==> src/rtl/fan_tach_bank.sv <==
// fan_tach_bank: N-channel fan tachometer with gate-window RPM, stall/low flags and a level IRQ.
// Define TACH_MINMAX_EN to build per-channel min/max RPM tracking.

module fan_tach_chan #(
    parameter int RPM_MUL        = 120,
    parameter int PULSES_PER_REV = 2,
    parameter int FILTER_CYCLES  = 8,
    parameter int STALL_WINDOWS  = 3
) (
    input  logic        clk,
    input  logic        rst,
    input  logic        tach,
    input  logic        win_end,
    input  logic        en,
    input  logic        thr_we,
    input  logic [15:0] wdata,
    input  logic [1:0]  w1c,
`ifdef TACH_MINMAX_EN
    input  logic        min_clr,
    input  logic        max_clr,
    output logic [15:0] min_v,
    output logic [15:0] max_v,
`endif
    output logic [15:0] rpm,
    output logic [15:0] thr,
    output logic [2:0]  status
);
    localparam int FW = $clog2(FILTER_CYCLES + 1);
    localparam int SW = $clog2(STALL_WINDOWS + 1);

    logic [2:0]    sync;
    logic [FW-1:0] fcnt;
    logic          filt, filt_d, rise;
    logic [15:0]   edges;
    logic [SW-1:0] stall_cnt;
    logic [31:0]   rpm_full;
    logic [15:0]   rpm_new;
    logic          upd, stall_set, low_set;

    // Any sample differing from the accepted level advances the counter; a match restarts it.
    always_ff @(posedge clk or posedge rst) begin
        if (rst) begin
            sync   <= '0;
            fcnt   <= '0;
            filt   <= 1'b0;
            filt_d <= 1'b0;
        end else begin
            sync   <= {sync[1:0], tach};
            filt_d <= filt;
            if (sync[2] == filt) begin
                fcnt <= '0;
            end else if (fcnt == FW'(FILTER_CYCLES - 1)) begin
                filt <= sync[2];
                fcnt <= '0;
            end else begin
                fcnt <= fcnt + 1'b1;
            end
        end
    end

    assign rise = filt & ~filt_d;

    // An edge on the window-end cycle is the first edge of the new window.
    always_ff @(posedge clk or posedge rst) begin
        if (rst)
            edges <= '0;
        else if (win_end)
            edges <= {15'd0, rise};
        else if (rise && edges != 16'hFFFF)
            edges <= edges + 1'b1;
    end

    assign rpm_full  = (32'(edges) * 32'(RPM_MUL)) / 32'(PULSES_PER_REV);
    assign rpm_new   = (rpm_full > 32'h0000_FFFF) ? 16'hFFFF : rpm_full[15:0];
    assign upd       = win_end & en;
    assign stall_set = upd && (edges == 16'd0) && (stall_cnt >= SW'(STALL_WINDOWS - 1));
    assign low_set   = upd && (rpm_new < thr);

    always_ff @(posedge clk or posedge rst) begin
        if (rst) begin
            rpm       <= '0;
            thr       <= '0;
            status    <= '0;
            stall_cnt <= '0;
        end else begin
            if (thr_we)
                thr <= wdata;
            status[0] <= stall_set | (status[0] & ~w1c[0]);
            status[1] <= low_set | (status[1] & ~w1c[1]);
            if (upd) begin
                rpm       <= rpm_new;
                status[2] <= 1'b1;
                if (edges != 16'd0)
                    stall_cnt <= '0;
                else if (stall_cnt != SW'(STALL_WINDOWS))
                    stall_cnt <= stall_cnt + 1'b1;
            end
        end
    end

`ifdef TACH_MINMAX_EN
    logic [15:0] min_base, max_base;

    // A clear landing on a window end is applied before the new sample is folded in.
    assign min_base = min_clr ? 16'hFFFF : min_v;
    assign max_base = max_clr ? 16'h0000 : max_v;

    always_ff @(posedge clk or posedge rst) begin
        if (rst) begin
            min_v <= 16'hFFFF;
            max_v <= 16'h0000;
        end else if (upd) begin
            min_v <= (rpm_new < min_base) ? rpm_new : min_base;
            max_v <= (rpm_new > max_base) ? rpm_new : max_base;
        end else begin
            min_v <= min_base;
            max_v <= max_base;
        end
    end
`endif
endmodule

module fan_tach_bank #(
    parameter int NUM_CHANNELS   = 4,
    parameter int REFCLK_HZ      = 250000000,
    parameter int WINDOW_DIV     = 2,
    parameter int PULSES_PER_REV = 2,
    parameter int FILTER_CYCLES  = 8,
    parameter int STALL_WINDOWS  = 3
) (
    input  logic                    clk,
    input  logic                    rst,
    input  logic [NUM_CHANNELS-1:0] tach,
    input  logic                    rd_en,
    input  logic [7:0]              rd_addr,
    output logic                    rd_valid,
    output logic [15:0]             rd_data,
    input  logic                    wr_en,
    input  logic [7:0]              wr_addr,
    input  logic [15:0]             wr_data,
    output logic                    irq
);
    localparam int WIN = REFCLK_HZ / WINDOW_DIV;
    localparam int TW  = (WIN > 1) ? $clog2(WIN) : 1;

    logic [TW-1:0]                 win_cnt;
    logic                          win_end;
    logic [NUM_CHANNELS-1:0]       en_mask, irq_mask, irq_stat;
    logic [NUM_CHANNELS-1:0][15:0] rpm_a, thr_a;
    logic [NUM_CHANNELS-1:0][2:0]  stat_a;
`ifdef TACH_MINMAX_EN
    logic [NUM_CHANNELS-1:0][15:0] min_a, max_a;
`endif
    logic [15:0]                   rd_mux;

    assign win_end = (win_cnt == TW'(WIN - 1));

    always_ff @(posedge clk or posedge rst) begin
        if (rst)
            win_cnt <= '0;
        else
            win_cnt <= win_end ? '0 : win_cnt + 1'b1;
    end

    for (genvar i = 0; i < NUM_CHANNELS; i++) begin : g_ch
        logic sel;
        assign sel         = wr_en && (wr_addr[7:3] == 5'(i));
        assign irq_stat[i] = (stat_a[i][0] | stat_a[i][1]) & irq_mask[i];

        fan_tach_chan #(
            .RPM_MUL        (60 * WINDOW_DIV),
            .PULSES_PER_REV (PULSES_PER_REV),
            .FILTER_CYCLES  (FILTER_CYCLES),
            .STALL_WINDOWS  (STALL_WINDOWS)
        ) u_ch (
            .clk     (clk),
            .rst     (rst),
            .tach    (tach[i]),
            .win_end (win_end),
            .en      (en_mask[i]),
            .thr_we  (sel && wr_addr[2:0] == 3'd3),
            .wdata   (wr_data),
            .w1c     ((sel && wr_addr[2:0] == 3'd4) ? wr_data[1:0] : 2'b00),
`ifdef TACH_MINMAX_EN
            .min_clr (sel && wr_addr[2:0] == 3'd1),
            .max_clr (sel && wr_addr[2:0] == 3'd2),
            .min_v   (min_a[i]),
            .max_v   (max_a[i]),
`endif
            .rpm     (rpm_a[i]),
            .thr     (thr_a[i]),
            .status  (stat_a[i])
        );
    end

    // Reads see register state before any write in the same cycle.
    always_comb begin
        rd_mux = '0;
        case (rd_addr)
            8'hF0:   rd_mux = 16'(en_mask);
            8'hF1:   rd_mux = 16'(irq_mask);
            8'hF2:   rd_mux = 16'(irq_stat);
            8'hF3:   rd_mux = 16'(NUM_CHANNELS);
            default: ;
        endcase
        for (int c = 0; c < NUM_CHANNELS; c++) begin
            if (rd_addr[7:3] == 5'(c)) begin
                case (rd_addr[2:0])
                    3'd0:    rd_mux = rpm_a[c];
`ifdef TACH_MINMAX_EN
                    3'd1:    rd_mux = min_a[c];
                    3'd2:    rd_mux = max_a[c];
`endif
                    3'd3:    rd_mux = thr_a[c];
                    3'd4:    rd_mux = {13'd0, stat_a[c]};
                    default: ;
                endcase
            end
        end
    end

    always_ff @(posedge clk or posedge rst) begin
        if (rst) begin
            en_mask  <= '0;
            irq_mask <= '0;
            irq      <= 1'b0;
            rd_valid <= 1'b0;
            rd_data  <= '0;
        end else begin
            if (wr_en && wr_addr == 8'hF0)
                en_mask <= wr_data[NUM_CHANNELS-1:0];
            if (wr_en && wr_addr == 8'hF1)
                irq_mask <= wr_data[NUM_CHANNELS-1:0];
            irq      <= |irq_stat;
            rd_valid <= rd_en;
            if (rd_en)
                rd_data <= rd_mux;
        end
    end
endmodule

==> config.mk <==
export PLATFORM = sky130hd
export DESIGN_NAME = fan_tach_bank
export DESIGN_NICKNAME = d
export VERILOG_FILES = /design/src/rtl/fan_tach_bank.sv
export SDC_FILE = /design/constraint.sdc
export NUM_CORES = 1
export LEC_CHECK = 0
export BUFFER_PORTS_ARGS = -buffer_cell sky130_fd_sc_hd__buf_2
export CORE_MARGIN = 3
export CORE_UTILIZATION = 40
export DETAILED_ROUTE_END_ITERATION = 7
export HOLD_SLACK_MARGIN = 0.15
export MAX_ROUTING_LAYER = met4
export PLACE_DENSITY_LB_ADDON = 0.08
export SLEW_MARGIN = 20
export SYNTH_ARGS = -nofsm -noshare
export SYNTH_HDL_FRONTEND = slang
export SYNTH_HIERARCHICAL = 1
export SYNTH_SLANG_ARGS = --single-unit
==> constraint.sdc <==
create_clock -name clk -period 13.73 [get_ports clk]
set_clock_uncertainty 0.05 [all_clocks]
set_input_delay 2.746 -clock clk [delete_from_list [all_inputs] [get_ports clk]]
set_output_delay 2.746 -clock clk [all_outputs]
set_load 0.01 [all_outputs]
Word-level counts from Yosys, hierarchy flattened
Cells that the tools add are included.

operators by class
  equal/unequal tests = 33
  $lt $le $gt $ge = 12
  reduce and logical (&&, ||, !) cells = 58
  add/subtract/negate cells = 13
  $mul = 4
  mux-type cells = 42
  bitwise operators = 48

operators with widths
  cell                                                                    count
  16-bit 2-to-1 mux                                                       16
  16-bit one-hot mux with 3 select lines                                  4
  22-bit by 16-bit > comparator with 1-bit output, second input constant  4
  16-bit by 4-bit multiplier with 20-bit output, second input constant    4
  16-bit by 1-bit adder with 16-bit output, second input constant         4
  16-bit zero test                                                        4
  16-bit < comparator                                                     4
  16-bit != test, second input constant                                   4
  16-bit nonzero test                                                     4
  8-bit equality test, second input constant                              6
  4-bit 2-to-1 mux                                                        8
  1-bit logical AND                                                       30
  27-bit by 1-bit adder with 27-bit output, second input constant         1
  27-bit equality test, second input constant                             1
  27-bit 2-to-1 mux                                                       1
  2-bit 2-to-1 mux                                                        12
  1-bit AND                                                               20
  5-bit by 2-bit equality test with 1-bit output, second input constant   4
  4-bit by 1-bit adder with 4-bit output, second input constant           4
  4-bit by 3-bit equality test with 1-bit output, second input constant   4
  1-bit NOT                                                               16
  4-bit one-hot mux with 4 select lines                                   1
  2-bit AND reduction                                                     8
  2-bit nonzero test                                                      8
  11 further kinds                                                        38

word-level totals
  output and inout bits = 18
  bits of input ports = 40
  register bits = 301
  logic and storage cells = 256

Logic depth before layout (Yosys ltp)
Gate-level depths: netlist of run 1.

  word-level depth = 11
  depth in mapped cells = 23
  depth with buffers taken out = 20

Cells and area by module
The synthesis of run 1 kept the hierarchy.

modules (own cells, without submodules)
  module                        instances  area an instance (µm²)  seq. area each (µm²)  cells each
  fan_tach_chan (g_ch[3].u_ch)  1          4,964.8                 1,526.5               533
  fan_tach_chan (g_ch[1].u_ch)  1          4,855.9                 1,526.5               515
  fan_tach_chan (g_ch[2].u_ch)  1          4,834.6                 1,526.5               520
  fan_tach_chan (g_ch[0].u_ch)  1          4,728.3                 1,526.5               504
  fan_tach_bank                 1          3,799.9                 1,326.3               434

Worst setup path after synthesis of run 1
Ideal clock, no wire load.

  kind = register -> register
  start point = reg g_ch[2].u_ch.edges[8]
  end point = reg g_ch[2].u_ch.status[1]
  library setup time = 104 ps
  data arrival time = 5,072 ps
  slack = 8,504 ps
  path buffers = 2
  data required time = 13,576 ps
  cell stages (with the launch flop) = 22
  period minus slack after synthesis = 5,226 ps
  cells stage by stage = dfrtp_1 inv_1 fa_1 fa_1 inv_1 ha_1 o21ai_0 or4b_1 o2111ai_2 o211ai_2 xnor2_1 nor4_2 buf_4 buf_6 nand2_1 ha_1 or3_1 o21ai_0 a21oi_1 a21oi_1 nand3_1 o311ai_1

on the way
  word-level cells in the longest chain between the ends = 6

ends and longest elaborated chain
  item                                             line  source
  start, declared                                  34    logic [15:0] edges;
  start signal, assigned                           68    edges <= {15'd0, rise};
  start signal, assigned                           70    edges <= edges + 1'b1;
  16-bit by 4-bit multiplier with 20-bit output *  73    assign rpm_full = (32'(edges) * 32'(RPM_MUL)) / 32'(PULSES_PER_REV);
  22-bit by 16-bit > comparator with 1-bit output  74    assign rpm_new = (rpm_full > 32'h0000_FFFF) ? 16'hFFFF : rpm_full[15:0];
  16-bit 2-to-1 mux *                              74
  via g_ch[2].u_ch.rpm_new[12]                     37    logic [15:0] rpm_new;
  16-bit < comparator *                            77    assign low_set = upd && (rpm_new < thr);
  1-bit logical AND *                              77
  1-bit OR *                                       89    status[1] <= low_set | (status[1] & ~w1c[1]);
  end signal, assigned                             89
  end, declared                                    26    output logic [2:0] status

The timed path passes the listed nets; every way through them passes the cells marked *.
A chain may end at the register's enable or synchronous reset.

Worst setup path in the final report of run 1
Ends and elaborated chain as after synthesis.

==> summary.md, run 1 <==
| Metric | Value |
|---|---|
| Status | finished, final reports clean |
| CTS tree | done |
| Die Wd | 247 um |
| Worst setup SP type | flip-flop |
| Synth Area per Inst | 9.25 sq um |
| Placement Setup Slack | 8.03 ns |
| Total die area | 0.0609 sq mm |
| Cell variety after synth | 91 |
| Yosys reg bits | 297 |
| Grt total ovfl | 0 |
| Setup Buffers After CTS | 0 |
| Crit Path Max Fanout | 30 |
| Leading cell type in the layout, fill and taps excluded | dfrtp_1 |
| Crit Reg-Reg Startpoint | g_ch[2].u_ch/edges[8] |
| Reg area | 0.00743 sq mm |
| Fmax | 175 MHz |
| Clock buffer depth | 3 |
| Register area share after synthesis | 32.1% |
| Hold Startpoint | g_ch[3].u_ch/sync[1] |
| CTS Root Cell | clkbuf_16 |
| GPL Wtd Cong | 0.882 |
| Critical Path AT | 6.12 ns |
| Hold_ws | 0.294 ns |
| TritonRoute pass-1 iters | 5 |
| Post-Syn Instances | 2,506 |
| Clock Sinks | 297 |
| Commonest register cell after synthesis | dfrtp_1 |
| R2R Setup Slk | 8.03 ns |
| Post-Syn Area | 0.0232 sq mm |
| Sw Share | 31.5% |
| Buffers on Ports | 57 |
| EDFF count, synth | 0 |
| R2R Path End | g_ch[2].u_ch/status[1] |
| Iter 0 DRT Violations | 1,200 |
| Area of the multi-input gates | 0.0142 sq mm |
| HPWL Detailed | 46,300 um |
| # DRC | 0 |
| CP required | 14.15 ns |
| Core Box Area | 0.0568 sq mm |
| Clock insertion delay at the later pin of the skew report | 0.58 ns |
| Final Hold Vio Count | 0 |
| Pint | 1.78 mW |
| Gr usage total | 21.2% |
| Max transition margin | 31.6% |
| Largest net degree at the start of global routing | 70 |
| Vias | 17,800 |
| Routed WL | 61,200 um |
| Commonest non-fill, non-tap cells in the layout | dfrtp_1 (297), inv_1 (279), ha_1 (253) |
| Syn. warnings | 6 |
| Number of fill cells | 5,590 |
| Net Sw Power | 0.818 mW |
| Initial antenna violation count | 2 |
| Syn nets | 2,915 |
| Cts hold-fix bufs | 0 |
| Reg2reg path depth | 20 |
| TNS Setup | 0 ns |
| Final number of max-transition violations | 0 |
| Wire per inst | 18.5 um |
| Maximum VDD drop | 0.0867 mV |
| Critical Path End Type | flip-flop |
| Tcrit/Tclk final | 41.5% |
| Clock power share | 39.3% |
| Register share of total power | 37.9% |
| Final Instance Area | 0.0254 sq mm |
| Rows | 87 |
| RSZ-0062 raised after global routing | false |
| Final ANT Viol Nets | 0 |
| H-tree lvl count | 2 |
| DIE HEIGHT | 247 um |
| Fin crit period | 5.70 ns |
| Top Ports | 58 |
| Hold EP | g_ch[3].u_ch/sync[2] |
| Hold depth | 0 |
| # resized after CTS | 0 |
| Type of the worst min-delay path | reg2reg |
| Slew @ Worst Pin | 1.03 ns |
| # setup viols final | 0 |
| Via density | 5.36 |
| Comb pwr share | 22.8% |
| Asr flop ratio synth | 100% |
| PnR worst setup slack | 8.03 ns |
| CTS buffer count | 39 |
| Initial Util | 40.8% |
| Crit Path Class | reg2reg |
| Placed inst area | 0.0241 sq mm |
| Nets@finish | 2,933 |
| First-pass GRT wire length | 100,000 um |
| Vias in the first global route | 17,800 |
| Power Dens Cells | 102 mW/mm^2 |
| Syn-to-layout area delta | 9.36% |
| Leak Pwr | 12.5 nW |
| Clock Pin Slew Worst Setup and Hold Paths | 0.06 ns |
| Max-Cap Viols | 0 |
| Crit path from | g_ch[2].u_ch/edges[8] |
| Share of layout cells above drive strength 1 | 8.73% |
==> cell usage after synthesis, drive strengths merged, types with 27 or more instances <==
| library cell | instances | area (sq um) |
|---|---|---|
| nand2 | 241 | 952 |
| nand4 | 48 | 300 |
| a22oi | 53 | 398 |
| xnor2 | 97 | 850 |
| inv | 288 | 1080 |
| a21oi | 101 | 509 |
| buf | 44 | 315 |
| a211oi | 32 | 255 |
| nand2b | 27 | 169 |
| fa | 116 | 2320 |
| ha | 253 | 3170 |
| xor2 | 38 | 333 |
| o21ai | 138 | 694 |
| a21o | 29 | 218 |
| dfrtp | 297 | 7430 |
| nor2 | 232 | 876 |
| a31oi | 55 | 344 |
| nand3 | 54 | 280 |
| nor3 | 33 | 175 |
| clkbuf | 51 | 194 |
==> stage by stage <==
step                      utilization (%)  instances  total power, mW
after floorplan                         -       2506             1.41
after global placement               42.3       3239             1.58
after CTS                            44.6       3311             2.64
after global routing                 44.6       3313             2.75
final                                44.6       3313             2.59
after detailed placement             42.3       3239             1.59
==> layer usage <==
metal	GRT usage (%)	part of all wire [%]	routed length, um	vias to the layer above
li1	-	-	-	8615
met1	29.5	48	29300	8714
met2	32.8	45	27500	367
met3	3.01	5.0	3040	75
met4	5.20	2.2	1340	0
met5	-	0	0	-
==> registers in the layout, indices dropped and copies added, names as in the netlist <==
register,cells
rd_data,16
g_ch.u_ch/edges,64
g_ch.u_ch/fcnt,16
irq,1
g_ch.u_ch/filt_d,4
g_ch.u_ch/status,12
win_cnt,27
g_ch.u_ch/stall_cnt,8
rd_valid,1
g_ch.u_ch/rpm,60
irq_mask,4
en_mask,4
g_ch.u_ch/filt,4
g_ch.u_ch/sync,12
g_ch.u_ch/thr,64
==> final cells by class <==
type                       instances  area share (%)
antenna                            2          0.0197
multi-input combinational       1826            56.0
tap                              756            3.73
sequential                       297            29.3
clock buffer                      57            4.55
inverter                         288            4.26
clock inverter                    15           0.513
timing repair buffer              72            1.57
==> how the worst max path moves through the flow <==
stage | cells after the start | to
6_report | 20 | g_ch[2].u_ch/status[1]
5_1_grt | 20 | g_ch[2].u_ch/status[1]
4_1_cts | 20 | g_ch[2].u_ch/status[1]
3_5_place_dp | 20 | g_ch[2].u_ch/status[1]
3_3_place_gp | 20 | g_ch[2].u_ch/status[1]
2_1_floorplan | 21 | g_ch[2].u_ch/status[1]
==> power groups by stage <==
stage          Sequential (mW)  Combinational, mW  Clock [mW]
6_report                 0.982              0.591        1.02
5_1_grt                  0.990              0.669        1.09
4_1_cts                  0.982              0.597        1.06
3_5_place_dp             0.997              0.592           0
3_3_place_gp             0.995              0.583           0
2_1_floorplan            0.983              0.427           0
==> kinds of logic after synthesis <==
group	synth area share, %
AO/OA/AOI/OAI	15.8
adder cells (fa/ha/maj)	23.7
buffers and inverters	6.86
XOR/XNOR	5.10
AND/OR/NAND/NOR	15.3
multiplexers	1.14
flip-flops	32.1
==> worst max-delay path, cell delays in order, from the launching register on <==
cell and delay, ns:
dfrtp_1 0.40, inv_1 0.28, fa_1 0.50, fa_1 0.51, inv_1 0.04, ha_1 0.39
o21ai_0 0.15, or4b_1 0.58, o21ai_0 0.23, xnor2_1 0.15, o2111ai_1 0.19, nor4_4 0.24
buf_4 0.35, nand2_1 0.09, ha_1 0.29, or3_1 0.36, o21ai_0 0.08, a21oi_1 0.06
a21oi_1 0.29, nand3_1 0.11, o311ai_1 0.27
(Power assumes the default switching activity.)
==> inputs of run 2 (changes only) <==
clock period = 4.9 ns   (was 13.73 ns; I/O delays follow)
==> run 2 against run 1 <==
  * The flow now finishes with violations (setup timing)
  * Global-route usage increased by 0.56 points
  * Non-clock buffer count increased by 190
  * First-iteration DRC count decreased by 8.3%
  * Clock-buffer cell count unchanged
  * Cell count increased by 5.7%
  * Die area unchanged
  * Clock power increased to 2.9 times the previous value
  * Combinational power increased to 3.3 times the previous value
  * Core utilization increased by 3.9 points
  * Sequential power increased to 2.8 times the previous value
  * Maximum frequency increased by 15%
  * Setup slack got worse by 8.1 ns
==> summary.md, run 2 (synthesized netlist as in run 1, its figures left out) <==
| Metric | Value |
|---|---|
| CTS tree | done |
| Initial antenna violation count | 2 (unchanged) |
| CP required | 5.33 ns (-8.82 ns) |
| Clock buffer depth | 3 (unchanged) |
| Fmax | 202 MHz (+15%) |
| Status | finished with violations |
| Critical Path AT | 5.37 ns (-0.75 ns) |
| Nets@finish | 3,123 (+6.5%) |
| Wire per inst | 18.2 um (-1.3%) |
| Gr usage total | 21.8% (+0.56 points) |
| Placement Setup Slack | -0.0711 ns (-8.11 ns) |
| Final Hold Vio Count | 0 (unchanged) |
| Top Registers | g_ch.u_ch/edges (64), g_ch.u_ch/thr (64), g_ch.u_ch/rpm (60) |
| Leak Pwr | 13.4 nW (+7.6%) |
| Vias | 18,600 (+4.9%) |
| CTS Root Cell | clkbuf_16 |
| Via density | 5.32 (-0.83%) |
| Clock Pin Slew Worst Setup and Hold Paths | 0.06 ns (about the same) |
| Final number of max-transition violations | 0 (unchanged) |
| Initial Util | 40.8% (unchanged) |
| Crit Path Max Fanout | 4 (-87%) |
| PnR worst setup slack | -0.0421 ns (-8.07 ns) |
| Core Box Area | 0.0568 sq mm (unchanged) |
| Final ANT Viol Nets | 0 (unchanged) |
| Share of layout cells above drive strength 1 | 20.3% (+12 points) |
| Max transition margin | 36.2% (+4.6 points) |
| Power Dens Cells | 277 mW/mm^2 (+170%) |
| GPL Wtd Cong | 0.879 (-0.33%) |
| Maximum VDD drop | 0.235 mV (+170%) |
| Leading cell type in the layout, fill and taps excluded | dfrtp_1 |
| H-tree lvl count | 2 (unchanged) |
| Slew @ Worst Pin | 0.957 ns (-0.0695 ns) |
| Critical Path End Type | flip-flop |
| Syn-to-layout area delta | 18.8% |
| Buffers on Ports | 57 (unchanged) |
| TritonRoute pass-1 iters | 7 (+2) |
| Routed WL | 63,900 um (+4.3%) |
| Grt total ovfl | 0 (unchanged) |
| Max-Cap Viols | 0 (unchanged) |
| First-pass GRT wire length | 103,000 um (+2.6%) |
| # DRC | 0 (unchanged) |
| Largest net degree at the start of global routing | 40 (-43%) |
| # setup viols final | 1 (+1) |
| Crit Path Class | reg2reg |
| Clock insertion delay at the later pin of the skew report | 0.56 ns (-0.02 ns) |
| Tcrit/Tclk final | 101% (+59 points) |
| RSZ-0062 raised after global routing | true |
| Die Wd | 247 um (unchanged) |
| Top Ports | 58 (unchanged) |
| Fin crit period | 4.94 ns (-0.756 ns) |
| Rows | 87 (unchanged) |
| DIE HEIGHT | 247 um (unchanged) |
| CTS buffer count | 39 (unchanged) |
| Total die area | 0.0609 sq mm (unchanged) |
| Clock Sinks | 297 (unchanged) |
| Vias in the first global route | 18,600 (+4.4%) |
| Iter 0 DRT Violations | 1,101 (-8.3%) |
| Design Power | 7.63 mW (+190%) |
| HPWL Detailed | 48,600 um (+4.9%) |
| Commonest non-fill, non-tap cells in the layout | dfrtp_1 (290), inv_1 (233), nor2_1 (225) |
| Worst setup SP type | flip-flop |
| Type of the worst min-delay path | reg2reg |
| Failing checks | setup timing |
-- run 2: cell types whose count changed in the layout (fill, tap and decap cells not counted), sizes merged --
cell	previous run	this run
diode	2	3
clkinv	9	7
inv	290	288
bufinv	1	3
clkinvlp	3	4
clkbuf	57	58
buf	72	261
-- run 2: report_power, final --
group / switching [mW] / internal [mW] / total (mW)
sequential: 0.126 / 2.61 / 2.74
clock: 1.16 / 1.79 / 2.95
combinational: 1.10 / 0.849 / 1.95
-- run 2: worst paths after layout --
kind	start	depth (start not counted)	slack, ns	to
min	g_ch[3].u_ch/sync[0]	0	0.29	g_ch[3].u_ch/sync[1]
max in group asynchronous	rst	3	3.21	g_ch[0].u_ch/edges[2]
max	g_ch[1].u_ch/edges[1]	20	-0.04	g_ch[1].u_ch/status[1]
min reg2reg	g_ch[3].u_ch/sync[0]	0	0.29	g_ch[3].u_ch/sync[1]
min in group asynchronous	rst	2	0.49	en_mask[2]
max reg2reg	g_ch[1].u_ch/edges[1]	20	-0.04	g_ch[1].u_ch/status[1]
-- run 2: critical path: stages, from the launching register on --
cell,delay [ns]
dfrtp_1,0.39
buf_4,0.15
fa_2,0.47
fa_1,0.53
fa_2,0.39
a211oi_4,0.27
o211a_1,0.29
o22ai_2,0.12
nor4_2,0.21
o211ai_1,0.16
nor4_4,0.35
buf_12,0.16
nand2_2,0.05
ha_1,0.30
a21o_1,0.16
a21o_1,0.18
a21oi_2,0.11
o211ai_1,0.13
a21oi_2,0.15
nand3_1,0.09
o21ai_1,0.15
-- run 2: what timing repair did --
item / CTS / global route
endpoints found under the setup margin: 3 / 4
hold buffers: 0 / 0
buffers inserted: 0 / 38
pin swaps: 1 / 60
gates cloned: 0 / 1
gates resized for setup: 13 / 131
-- run 2: routing by layer --
layer	wire, um	global-route usage (%)
met5	0	-
met1	30700	30.4
met3	2980	3.07
met2	28800	33.4
met4	1450	5.42
-- run 2: layout make-up --
class	count	area, sq um
diodes	3	7.51
clock buffers	57	1150
clock inverters	14	164
fillers	5488	29300
inverters	288	1110
multi-input cells	1826	14800
flip-flops and latches	297	7440
well taps	756	946
repair buffers	262	1930
-- run 2: through the flow --
step	area (sq um)	setup TNS [ns]	hold slack [ns]	util (%)	instances
6_report	27600	-0.0421	0.291	48.5	3503
5_1_grt	27500	-0.617	0.303	48.5	3502
3_3_place_gp	25400	0	0.283	44.6	3390
2_1_floorplan	23300	-0.00261	0.281	-	2506
4_1_cts	26700	0	0.295	47.0	3461
3_5_place_dp	25400	-0.120	0.285	44.6	3390
